**src/rtl/four_bit_bidirectional_serializer.sv**
```systemverilog
// Valid/ready parallel-in, serial-out transmitter feeding the 4-bit bidirectional shift register.
// Optional even-parity bit after the data bits when SER_PARITY_EN is defined.
//
// state  | meaning
// IDLE   | waiting for a word, load_ready=1, serial_out=0
// SHIFT  | data bits going out, one per DIV_COUNT clocks
// PARITY | even-parity bit of the captured word (SER_PARITY_EN only)
module four_bit_bidirectional_serializer #(
    parameter int WIDTH     = 4,
    parameter int DIV_COUNT = 75000000
) (
    input  logic             clk,
    input  logic             clear,
    input  logic             load_valid,
    output logic             load_ready,
    input  logic [WIDTH-1:0] din,
    input  logic             mode,
    output logic             serial_out,
    output logic             shift_strb,
    output logic             busy,
    output logic             done
);
    localparam int DW = $clog2(DIV_COUNT);
    localparam int BW = $clog2(WIDTH + 1);
    localparam logic [DW-1:0] DIV_LAST = DW'(DIV_COUNT - 1);
    localparam logic [DW-1:0] DIV_PRE  = DW'(DIV_COUNT - 2);
    localparam logic [BW-1:0] BIT_LAST = BW'(WIDTH - 1);

`ifdef SER_PARITY_EN
    typedef enum logic [1:0] {IDLE, SHIFT, PARITY} state_t;
    logic parity_r;
`else
    typedef enum logic [1:0] {IDLE, SHIFT} state_t;
`endif

    state_t           state;
    logic [WIDTH-1:0] shreg;
    logic             mode_r;
    logic [DW-1:0]    div_cnt;
    logic [BW-1:0]    bit_cnt;

    always_ff @(posedge clk) begin
        if (clear) begin
            state      <= IDLE;
            shreg      <= '0;
            mode_r     <= 1'b0;
            div_cnt    <= '0;
            bit_cnt    <= '0;
            serial_out <= 1'b0;
            shift_strb <= 1'b0;
            busy       <= 1'b0;
            done       <= 1'b0;
            load_ready <= 1'b1;
`ifdef SER_PARITY_EN
            parity_r   <= 1'b0;
`endif
        end else begin
            done       <= 1'b0;
            shift_strb <= 1'b0;
            case (state)
                IDLE: begin
                    if (load_valid) begin
                        state      <= SHIFT;
                        shreg      <= din;
                        mode_r     <= mode;
                        div_cnt    <= '0;
                        bit_cnt    <= '0;
                        serial_out <= mode ? din[0] : din[WIDTH-1];
                        busy       <= 1'b1;
                        load_ready <= 1'b0;
`ifdef SER_PARITY_EN
                        parity_r   <= ^din;
`endif
                    end
                end
                SHIFT: begin
                    // strobe is registered, so it is raised one cycle before the last count
                    shift_strb <= (div_cnt == DIV_PRE);
                    if (div_cnt == DIV_LAST) begin
                        div_cnt <= '0;
                        bit_cnt <= bit_cnt + 1'b1;
                        shreg   <= mode_r ? (shreg >> 1) : (shreg << 1);
                        if (bit_cnt == BIT_LAST) begin
`ifdef SER_PARITY_EN
                            state      <= PARITY;
                            serial_out <= parity_r;
`else
                            state      <= IDLE;
                            serial_out <= 1'b0;
                            busy       <= 1'b0;
                            load_ready <= 1'b1;
                            done       <= 1'b1;
`endif
                        end else begin
                            serial_out <= mode_r ? shreg[1] : shreg[WIDTH-2];
                        end
                    end else begin
                        div_cnt <= div_cnt + 1'b1;
                    end
                end
`ifdef SER_PARITY_EN
                PARITY: begin
                    shift_strb <= (div_cnt == DIV_PRE);
                    if (div_cnt == DIV_LAST) begin
                        div_cnt    <= '0;
                        state      <= IDLE;
                        serial_out <= 1'b0;
                        busy       <= 1'b0;
                        load_ready <= 1'b1;
                        done       <= 1'b1;
                    end else begin
                        div_cnt <= div_cnt + 1'b1;
                    end
                end
`endif
                default: state <= IDLE;
            endcase
        end
    end
endmodule
```
**config.mk**
```make
export PLATFORM = sky130hd
export DESIGN_NAME = four_bit_bidirectional_serializer
export DESIGN_NICKNAME = d
export VERILOG_FILES = /design/src/rtl/four_bit_bidirectional_serializer.sv
export SDC_FILE = /design/constraint.sdc
export NUM_CORES = 1
export LEC_CHECK = 0
export BUFFER_PORTS_ARGS = -buffer_cell sky130_fd_sc_hd__buf_2
export CORE_UTILIZATION = 55
export CTS_BUF_LIST = sky130_fd_sc_hd__clkbuf_4 sky130_fd_sc_hd__clkbuf_8
export CTS_CLUSTER_SIZE = 12
export DETAILED_ROUTE_END_ITERATION = 8
export GPL_ROUTABILITY_DRIVEN = 0
export PLACE_DENSITY_LB_ADDON = 0.15
export SETUP_SLACK_MARGIN = 0.02
export SLEW_MARGIN = 30
export SYNTH_ARGS = -nofsm -noshare
export SYNTH_HDL_FRONTEND = slang
export SYNTH_SLANG_ARGS = --single-unit
```
**constraint.sdc**
```tcl
create_clock -name clk -period 2 [get_ports clk]
set_input_delay 0.2 -clock clk [delete_from_list [all_inputs] [get_ports clk]]
set_output_delay 0.2 -clock clk [all_outputs]
set_load 0.05 [all_outputs]
```
Word level (Yosys, flattened, before mapping)
Cells that the tools add are included.
Word-level totals
  register bits after elaboration: 42
  logic and storage cells: 59
  bits of input ports: 8
  output and inout bits: 5
Cells by class
  reduce and logical (&&, ||, !) cells: 9
  add/sub/neg operators: 2
  equality and inequality tests: 7
  mux-type cells: 29
  bitwise operators: 2
Operators with widths (number)
  27-bit == test (second input constant): 2
  27-bit 2-to-1 mux: 2
  27-bit one-hot mux with 2 select lines: 1
  27-bit by 1-bit adder with 27-bit output (second input constant): 1
  1-bit 2-to-1 mux: 12
  4-bit 2-to-1 mux: 3
  4-bit one-hot mux with 2 select lines: 1
  2-bit 2-to-1 mux: 3
  3-bit 2-to-1 mux: 2
  2-bit != test (second input constant): 3
  1-bit one-hot mux with 2 select lines: 3
  3-bit one-hot mux with 2 select lines: 1
  3-bit AND reduction: 2
  2-bit one-hot mux with 2 select lines: 1
  2-bit AND reduction: 2
  4-bit AND reduction: 1
  3-bit by 1-bit adder with 3-bit output (second input constant): 1
  3-bit by 2-bit == test with 1-bit output (second input constant): 1
  3-bit OR reduction: 1
  2-bit by 1-bit == test with 1-bit output (second input constant): 1
  2-bit logical NOT: 1
  1-bit inverter: 2
  2-bit nonzero test: 1
  2-bit OR reduction: 1

Longest topological paths before layout
Gate-level depths: netlist (run 1).
  depth after elaboration: 4
  mapped depth: 8
  mapped depth without buffers: 6

Least setup slack after synthesis (run 1)
OpenSTA, ideal clock, no wires.
  path type: reg-to-reg
  start point: register, netlist name busy
  end point: register div_cnt[12]
  setup time: 0.074 ns
  slack: 0.001 ns
  buffers on the path: 3
  stages on the path, launching flop included: 9
  period minus slack after synthesis: 1.999 ns
  data required time: 1.926 ns
  data arrival time: 1.924 ns
  cell sequence: dfxtp_1 > buf_2 > inv_1 > nor2_1 > a21boi_1 > buf_2 > buf_2 > nand2_1 > a31oi_1
RTL lines
  to (signal assigned): line 98  | div_cnt <= div_cnt + 1'b1;
  to (decl): line 39  | logic [DW-1:0] div_cnt;

Worst setup path in the final report (run 1)
  start point: register div_cnt[7]
  end point: register div_cnt[24]
On the way
  longest elaborated chain between the ends: 3
  elaborated cells on any way between the ends: 4
  those cells by class: add/sub (1); eq/ne (1); mux (2)
RTL lines
  27-bit by 1-bit adder with 27-bit output / 27-bit == test (equally long branches): line 98, 79
  27-bit 2-to-1 mux (*): line 79  | if (div_cnt == DIV_LAST) begin
  27-bit one-hot mux with 2 select lines (*): line 60  | case (state)
Every way passes the cells marked *; elsewhere a longest branch is shown, timed or not.
A chain may end at the register's enable or synchronous reset.

==> flow_summary.ini, run 1 <==
[worst_setup_path]
slowest_stage_delay_on_critical_path_ns = 0.57
critical_path_required_ns = 2.18
crit-reg2reg-launch = div_cnt[7]$_SDFFE_PP0P_
critical_path.reg2reg.endpoint = div_cnt[24]$_SDFFE_PP0P_
reg2regPathDepth = 6
critical_path.endpoint_type = register
cp_slowest_cell = sky130_fd_sc_hd__or4_4
worstPathCellList = buf_4 -> nand4_1 -> or4_4 -> nor3_4 -> xnor2_1 -> nor3_1
critical_path.max_fanout = 6
setup_slack_reg_to_reg_ns = 0.11
startpoint_type = register
critPathArrivalTime_ns = 2.07
path_class = register to register

[floorplan]
io_pins = 13
design.die.area_um2 = 4130
core_region_area_um2 = 3690
floorplan.initialDensity_pct = 57.8
placementRows = 22
fp.dieW_um = 64.3
die_span_y_um = 64.3

[timing]
slew_violations = 0
slew_headroom_pct = 51.6
worst_clock_skew_ns = 0.00243
fin_crit_sh_pct = 94.5
clock.fmax_mhz = 529
hold_viol_final = 0
timing.final.setup_violations = 0
layout_setup_ws_ns = 0.109
finalWorstPathRequiredPeriod_ns = 1.89
tightest_pin_transition_ns = 0.722
setup_tns_ns = 0
grt_setup_unrepaired = false

[detailed_routing]
routed-via-count = 2196
antenna_left = 0
routedWlPerCell_um = 16.5
vias_per_inst = 6.17
drt_pre_antenna_iters = 7
detail_route.wirelength_mm = 5.87
drcViolationCount = 0
drt_iter0_markers = 206

[synth]
syn_area_per_cell_um2 = 8.11
syn-cell-area_um2 = 2130
synthTopCellsByArea = sky130_fd_sc_hd__dfxtp_1 38%, sky130_fd_sc_hd__a31oi_1 5.0%, sky130_fd_sc_hd__a21oi_1 4.9%, sky130_fd_sc_hd__nand2_1 4.0%, sky130_fd_sc_hd__nor2_1 3.7%
synth-edff-count = 0
yosys_register_bits = 40
synth_common_cells = 40 x sky130_fd_sc_hd__dfxtp_1, 23 x sky130_fd_sc_hd__nand2_1, 21 x sky130_fd_sc_hd__a21oi_1, 21 x sky130_fd_sc_hd__nor2_1, 17 x sky130_fd_sc_hd__a31oi_1
post_synth_num_cell_types = 51
synth_top_area_share_pct = 37.5
ys.warnings.count = 0
syn_inst = 263
dominantRegCellSynth = sky130_fd_sc_hd__dfxtp_1
ys_seq_area_share_pct = 37.5
synth.most_common_cell = sky130_fd_sc_hd__dfxtp_1
asyncSetResetFlopFracSynth_pct = 0
postSynthNetCount = 275
netlist.top_cell.by_area = sky130_fd_sc_hd__dfxtp_1

[placed_design]
placed_cell_area_um2 = 2520
place.detailed.hpwl_mm = 3.92
placed_cells = 351
placement.io_buffers = 12
dp_slack_ns = -0.0296

[global_route]
grt_first_pass_wirelength_mm = 9.25
grt_start_max_net_pins = 31
via_count_of_the_first_global_routing_pass = 1904
groute.usage.overall_pct = 29.1
grt_overflow_total = 0
antenna_found_initial = 0

[clock_tree]
holdBufCountCts = 0
clock_tree.root_cell = sky130_fd_sc_hd__clkbuf_8
cts_made_buffers = 5
tritoncts_clock_tree = done
cts.sink_count = 40
worstSkewPairLatency_ns = 0.29
clkTransAtPathRegs_ns = 0.07
cts_setup_buffers = 0
htree_levels = 2
max-clock-path-buffers = 2

[power]
power_per_cell_area_nw_per_um2 = 564
leakage_power_nw = 0.992
peakVddDrop_v = 0.000390

[finish]
area_growth_syn_to_layout_pct = 25.4
postLayoutCoreUtil_pct = 72.5
design_area_um2 = 2680
filler_cell_count = 302
design.final.nets = 322
finish.cell_count_without_fillers = 356
final_layout_size_suffix_gt1_share_pct = 27.9
num_antenna_cells = 0

[run]
drv.max_cap_violation_count = 0

[worst_hold_path]
min-delay-path-class = input pin to register
holdPathEnd = mode_r$_SDFFE_PP0P_
hold_crit_depth = 3
hold_start = mode

[status]
run_status = finished, final reports clean
-- cell families after synthesis --
kind of cell | after synthesis | share of synthesized area [%]
compound gates | 72 | 21.8
buf+inv | 26 | 5.22
xor+xnor | 4 | 1.64
fa+ha+maj | 4 | 2.35
flops | 40 | 37.5
mux | 6 | 2.87
simple gates | 111 | 28.6
-- report_power, final --
group / switching (mW) / leakage [nW] / internal [mW] / total [mW]
Clock: 0.270 / 0.0359 / 0.225 / 0.496
Sequential: 0.0150 / 0.327 / 0.815 / 0.830
Combinational: 0.116 / 0.630 / 0.0673 / 0.183
Total: 0.401 / 0.992 / 1.11 / 1.51
-- layout make-up --
cell class | instances | area (µm²) | area share (%)
Clock buffer | 5 | 68.8 | 2.57
Multi-Input combinational cell | 198 | 1320 | 49.2
Timing Repair Buffer | 55 | 387 | 14.5
Inverter | 10 | 37.5 | 1.40
Sequential cell | 40 | 807 | 30.2
Tap cell | 48 | 60.1 | 2.25
-- stage by stage --
stage / hold WS, ns / power (mW)
6_report: 0.217 / 1.51
5_1_grt: 0.245 / 1.56
4_1_cts: 0.227 / 1.50
3_5_place_dp: 0.475 / 1.02
3_3_place_gp: 0.460 / 1.02
2_1_floorplan: 0.347 / 0.966
-- worst max-delay path, delay by kind of cell, from the launching register on --
| family | cells | cell delay (ns) |
|---|---|---|
| flip-flops | 1 | 0.36 |
| buffers and inverters | 1 | 0.14 |
| XOR/XNOR | 1 | 0.14 |
| AND/OR/NAND/NOR | 4 | 1.14 |
-- layer usage --
layer / GRT usage (%) / wire, µm / vias to the layer above
li1: - / - / 1075
met1: 40.6 / 2750 / 1030
met2: 45.4 / 2660 / 83
met3: 6.43 / 406 / 8
met4: 6.94 / 59 / 0
met5: 0 / 0 / -
-- state kept, by name, indices dropped and copies added, names as in the netlist --
register and cells:
shift_strb 1, div_cnt 27, busy 1, serial_out 1, done 1, shreg 4
load_ready 1, mode_r 1, bit_cnt 3
-- worst max path at each step --
stage,start,endpoint,slack [ns],cells after the start
3_3_place_gp,div_cnt[0]$_SDFFE_PP0P_,div_cnt[7]$_SDFFE_PP0P_,-0.13,7
2_1_floorplan,div_cnt[0]$_SDFFE_PP0P_,bit_cnt[0]$_SDFFE_PP0P_,0.04,7
5_1_grt,div_cnt[3]$_SDFFE_PP0P_,div_cnt[17]$_SDFFE_PP0P_,0.04,7
3_5_place_dp,div_cnt[1]$_SDFFE_PP0P_,div_cnt[25]$_SDFFE_PP0P_,-0.03,8
4_1_cts,div_cnt[2]$_SDFFE_PP0P_,div_cnt[21]$_SDFFE_PP0P_,0.02,6
6_report,div_cnt[7]$_SDFFE_PP0P_,div_cnt[24]$_SDFFE_PP0P_,0.11,6
-- repair_timing --
| action | CTS | global route |
|---|---|---|
| cloned | 0 | 1 |
| gates resized for setup | 4 | 12 |
| pin swaps | 2 | 4 |
| endpoints found under the setup margin | 13 | 22 |
-- layout by cell type (no fill, tap or decap), types with 5 or more instances in the layout --
| cell | n |
|---|---|
| sky130_fd_sc_hd__a211oi_1 | 6 |
| sky130_fd_sc_hd__a21oi_1 | 21 |
| sky130_fd_sc_hd__a31oi_1 | 17 |
| sky130_fd_sc_hd__and3_1 | 5 |
| sky130_fd_sc_hd__buf_2 | 12 |
| sky130_fd_sc_hd__buf_4 | 42 |
| sky130_fd_sc_hd__clkbuf_8 | 5 |
| sky130_fd_sc_hd__dfxtp_1 | 35 |
| sky130_fd_sc_hd__dfxtp_2 | 5 |
| sky130_fd_sc_hd__inv_1 | 10 |
| sky130_fd_sc_hd__mux2i_1 | 5 |
| sky130_fd_sc_hd__nand2_1 | 23 |
| sky130_fd_sc_hd__nand3_1 | 12 |
| sky130_fd_sc_hd__nand4_1 | 12 |
| sky130_fd_sc_hd__nor2_1 | 21 |
| sky130_fd_sc_hd__nor3_1 | 8 |
| sky130_fd_sc_hd__o21ai_0 | 6 |
Note: power is estimated with default switching activity, not from simulation.
==> run 2, diff against run 1 <==
--- a/config.mk
+++ b/config.mk
@@ -8,3 +8,3 @@
 export BUFFER_PORTS_ARGS = -buffer_cell sky130_fd_sc_hd__buf_2
-export CORE_UTILIZATION = 55
+export CORE_UTILIZATION = 35
 export CTS_BUF_LIST = sky130_fd_sc_hd__clkbuf_4 sky130_fd_sc_hd__clkbuf_8
==> constraint.sdc (replaced) <==
create_clock -name clk -period 2 [get_ports clk]
set_input_delay 0.1 -clock clk [delete_from_list [all_inputs] [get_ports clk]]
set_output_delay 0.1 -clock clk [all_outputs]
set_load 0.05 [all_outputs]
==> flow_summary.ini, run 2 (synthesis results as in run 1) <==
[run]
drv.max_cap_violation_count = 0

[finish]
multiInputGateArea_um2 = 1250
filler_cell_count = 605
most-common-layout-cells = 39 x sky130_fd_sc_hd__dfxtp_1, 27 x sky130_fd_sc_hd__buf_4, 23 x sky130_fd_sc_hd__nand2_1
layout_top_registers = div_cnt (27), shreg (4), bit_cnt (3)
final_layout_size_suffix_gt1_share_pct = 22.4
finish.cell_count_without_fillers = 370
final-seq-area_um2 = 802
max_flop_register = div_cnt
area_growth_syn_to_layout_pct = 20.9
final_common_cell = sky130_fd_sc_hd__dfxtp_1
largest_register_ffs = 27
design.final.nets = 306
num_antenna_cells = 0
design_area_um2 = 2580

[detailed_routing]
antenna_left = 0
detail_route.wirelength_mm = 5.35
drt_iter0_markers = 105
vias_per_inst = 5.50
drcViolationCount = 0
routedWlPerCell_um = 14.5
drt_pre_antenna_iters = 4
routed-via-count = 2034

[clock_tree]
clkTransAtPathRegs_ns = 0.08
tritoncts_clock_tree = done
clock_tree.root_cell = sky130_fd_sc_hd__clkbuf_8
worstSkewPairLatency_ns = 0.30
max-clock-path-buffers = 2
cts_setup_buffers = 0
htree_levels = 2
cts.sink_count = 40
cts_made_buffers = 5

[worst_setup_path]
critical_path.endpoint_type = register
critical_path.reg2reg.endpoint = div_cnt[24]$_SDFFE_PP0P_
crit-reg2reg-launch = div_cnt[0]$_SDFFE_PP0P_
reg2regPathDepth = 7
critPathLaunch = div_cnt[0]$_SDFFE_PP0P_
critical_path_required_ns = 2.18
path_class = register to register
startpoint_type = register
critical_path.max_fanout = 4
critPathArrivalTime_ns = 2.05
critical_path.endpoint = div_cnt[24]$_SDFFE_PP0P_
setup_slack_reg_to_reg_ns = 0.13

[floorplan]
io_pins = 13
floorplan.initialDensity_pct = 36.2
fp.dieW_um = 80.1
core_region_area_um2 = 5890
die_span_y_um = 80.1
design.die.area_um2 = 6410
placementRows = 28

[timing]
slew_violations = 0
tightest_pin_transition_ns = 0.370
timing.final.setup_violations = 0
clock.fmax_mhz = 535
grt_setup_unrepaired = false
setup_tns_ns = 0
worst_clock_skew_ns = 0.00851
fin_crit_sh_pct = 93.5
slew_headroom_pct = 75.1
finalWorstPathRequiredPeriod_ns = 1.87
hold_viol_final = 0

[worst_hold_path]
min-delay-path-class = input pin to register
hold_start = mode

[power]
leakage_power_nw = 0.907
power_per_cell_area_nw_per_um2 = 648
peakVddDrop_v = 0.000361

[global_route]
via_count_of_the_first_global_routing_pass = 1804
grt_first_pass_wirelength_mm = 8.80
grt_start_max_net_pins = 31
groute.usage.overall_pct = 17.9
antenna_found_initial = 0
grt_overflow_total = 0

[placed_design]
placed_cells = 362
placement.io_buffers = 12
placed_cell_area_um2 = 2440
place.detailed.hpwl_mm = 3.89

[status]
run_status = finished, final reports clean
-- run 2: final cells by class --
class	count	area share, %
clock buffers	5	2.67
well taps	75	3.64
multi-input cells	197	48.5
clock inverters	3	1.65
flip-flops and latches	40	31.1
repair buffers	40	11.0
inverters	10	1.46
-- run 2: layer usage --
| layer | share of wire [%] | track usage [%] |
|---|---|---|
| met1 | 51 | 23.9 |
| met2 | 46 | 29.1 |
| met3 | 2.3 | 3.52 |
| met4 | 1.1 | 5.00 |
| met5 | 0 | 0 |
-- run 2: power breakdown --
group | leakage, nW | switching, mW | total [mW] | internal [mW]
clock network | 0.0541 | 0.298 | 0.667 | 0.369
registers | 0.325 | 0.0174 | 0.832 | 0.815
logic | 0.528 | 0.108 | 0.173 | 0.0651
-- run 2: worst min path at each step --
stage	end	depth (start not counted)
floorplan	mode_r$_SDFFE_PP0P_	2
global placement	mode_r$_SDFFE_PP0P_	3
detailed placement	mode_r$_SDFFE_PP0P_	3
CTS	mode_r$_SDFFE_PP0P_	3
global route	mode_r$_SDFFE_PP0P_	3
finish	mode_r$_SDFFE_PP0P_	3
-- run 2: timing repair --
item | CTS | global route
resized for setup | 0 | 5
hold buffers | 0 | 0
setup endpoints to repair | 0 | 19
-- run 2: metrics by stage --
step	utilization (%)	setup slack, ns	power, mW	hold WS [ns]
finish	43.8	0.130	1.67	0.0695
global placement	41.5	0.0957	1.02	0.360
global route	43.8	0.0176	1.74	0.0695
detailed placement	41.5	0.0762	1.02	0.377
floorplan	-	0.0440	0.966	0.247
CTS	43.4	0.0634	1.69	0.0598
-- run 2: critical path: stages, from the launching register on --
cell                      delay [ns]
sky130_fd_sc_hd__dfxtp_1        0.34
sky130_fd_sc_hd__ha_1           0.21
sky130_fd_sc_hd__nand3_2        0.09
sky130_fd_sc_hd__buf_4          0.17
sky130_fd_sc_hd__or4_4          0.56
sky130_fd_sc_hd__nor3_2         0.20
sky130_fd_sc_hd__xnor2_1        0.14
sky130_fd_sc_hd__nor3_1         0.06
==> run 3, diff against run 2 <==
- CORE_ASPECT_RATIO: unset -> 0.75
==> flow_summary.ini, run 3 (synthesis results as in run 1) <==
[worst_setup_path]
critical_path.most_common_cell = sky130_fd_sc_hd__buf_4
cp_slowest_cell = sky130_fd_sc_hd__or4_4
critical_path.max_fanout = 4
critical_path_required_ns = 2.18
slowest_stage_delay_on_critical_path_ns = 0.48
worstPathCellList = ha_4 -> nand3_2 -> buf_4 -> or4_4 -> o21ai_4 -> buf_4 -> o21ba_1 -> a31oi_1
startpoint_type = register
path_class = register to register
critical_path.endpoint_type = register
path_buf_inv = 2
critPathArrivalTime_ns = 2.07
worst_path_dominant_cell_family = simple AND/OR/NAND/NOR gates

[timing]
hold-worst-slack_ns = 0.0735
worst_clock_skew_ns = 0.00882
finalWorstPathRequiredPeriod_ns = 1.89
slew_violations = 0
hold_viol_final = 0
tightest_pin_transition_ns = 0.747
timing.final.setup_violations = 0
layout_setup_ws_ns = 0.108
setup_tns_ns = 0
fin_crit_sh_pct = 94.6
slew_headroom_pct = 49.9
clock.fmax_mhz = 529
grt_setup_unrepaired = true

[clock_tree]
clkTransAtPathRegs_ns = 0.08
worstSkewPairLatency_ns = 0.30
tritoncts_clock_tree = done
max-clock-path-buffers = 2
htree_levels = 2
holdBufCountCts = 0
cts_made_buffers = 5
clock_tree.root_cell = sky130_fd_sc_hd__clkbuf_8
cts_setup_buffers = 0
cts.sink_count = 40

[power]
power.share.clock_pct = 36.2
peakVddDrop_v = 0.000381
leakage_power_nw = 0.996
share_seq_of_total_power_pct = 51.8
power_per_cell_area_nw_per_um2 = 584
report.power.total_mw = 1.60
power.switching_mw = 0.436
swShare_pct = 27.3
internal-power_mw = 1.16
power_frac_comb_pct = 11.9

[placed_design]
placed_cell_area_um2 = 2570
dp_slack_ns = -0.0493
placed_cells = 382
placement.io_buffers = 12
place.detailed.hpwl_mm = 4.24

[finish]
largest_register_ffs = 27
design_area_um2 = 2740
area_growth_syn_to_layout_pct = 28.5
max_flop_register = div_cnt
num_antenna_cells = 0
finish.cell_count_without_fillers = 390
final_layout_size_suffix_gt1_share_pct = 28.5
final_common_cell = sky130_fd_sc_hd__buf_4
layout_top_registers = div_cnt (27), shreg (4), bit_cnt (3)
postLayoutCoreUtil_pct = 46.8
filler_cell_count = 597
most-common-layout-cells = 42 x sky130_fd_sc_hd__buf_4, 36 x sky130_fd_sc_hd__dfxtp_1, 23 x sky130_fd_sc_hd__nand2_1
design.final.nets = 323

[global_route]
grt_overflow_total = 0
antenna_found_initial = 0
groute.usage.overall_pct = 19.4
grt_first_pass_wirelength_mm = 9.76
grt_start_max_net_pins = 31
via_count_of_the_first_global_routing_pass = 1980

[worst_hold_path]
min-delay-path-class = input pin to register

[floorplan]
floorplan.initialDensity_pct = 36.4
core_region_area_um2 = 5860
die_span_y_um = 69.6
fp.dieW_um = 92.2
placementRows = 24
design.die.area_um2 = 6410
io_pins = 13

[detailed_routing]
drt_pre_antenna_iters = 4
routed-via-count = 2088
detail_route.wirelength.met1_mm = 3.22
detail_route.wirelength_mm = 5.80
dr_wl_met3_um = 194
drcViolationCount = 0
drt_iter0_markers = 155
routedWlPerCell_um = 14.9
route.met2.wl_mm = 2.34
antenna_left = 0
vias_per_inst = 5.35
maxUsedRoutingLayer = met4

[run]
drv.max_cap_violation_count = 0

[status]
run_status = finished, final reports clean
-- run 3: power groups by stage --
stage               clock, mW  combinational [mW]  sequential, mW
floorplan                   0               0.103           0.863
global placement            0               0.178           0.847
detailed placement          0               0.179           0.847
CTS                     0.588               0.184           0.828
global route            0.629               0.211           0.832
finish                  0.579               0.191           0.829
-- run 3: cell type report --
| type | instances | area, µm² | area share, % |
|---|---|---|---|
| multi-input cells | 198 | 1310 | 47.8 |
| repair buffers | 56 | 398 | 14.5 |
| well taps | 78 | 97.6 | 3.56 |
| clock buffers | 6 | 82.6 | 3.01 |
| inverters | 10 | 37.5 | 1.37 |
| flip-flops and latches | 40 | 806 | 29.4 |
| clock inverters | 2 | 10.0 | 0.365 |
-- run 3: worst paths after layout --
kind / startpoint / depth (start not counted) / endpoint / slack (ns)
min reg2reg: bit_cnt[0]$_SDFFE_PP0P_ / 1 / bit_cnt[0]$_SDFFE_PP0P_ / 0.48
min: mode / 3 / mode_r$_SDFFE_PP0P_ / 0.07
max reg2reg: div_cnt[0]$_SDFFE_PP0P_ / 8 / div_cnt[10]$_SDFFE_PP0P_ / 0.11
max: div_cnt[0]$_SDFFE_PP0P_ / 8 / div_cnt[10]$_SDFFE_PP0P_ / 0.11
-- run 3: repair_timing --
action / in CTS / in global routing
gates cloned: 0 / 1
endpoints found under the setup margin: 16 / 20
resized for setup: 4 / 11
pin swaps: 1 / 6
-- run 3: worst register-to-register path, cell delays in order, from the launching register on --
cell and delay (ns):
sky130_fd_sc_hd__dfxtp_2 0.35, sky130_fd_sc_hd__ha_4 0.14, sky130_fd_sc_hd__nand3_2 0.08, sky130_fd_sc_hd__buf_4 0.16, sky130_fd_sc_hd__or4_4 0.48, sky130_fd_sc_hd__o21ai_4 0.24, sky130_fd_sc_hd__buf_4 0.17, sky130_fd_sc_hd__o21ba_1 0.13
sky130_fd_sc_hd__a31oi_1 0.03
-- run 3: routing by layer --
metal	GRT usage, %	up-vias
met4	4.69	0
met2	27.2	33
met1	30.0	973
li1	-	1077
met5	0	-
met3	3.62	5
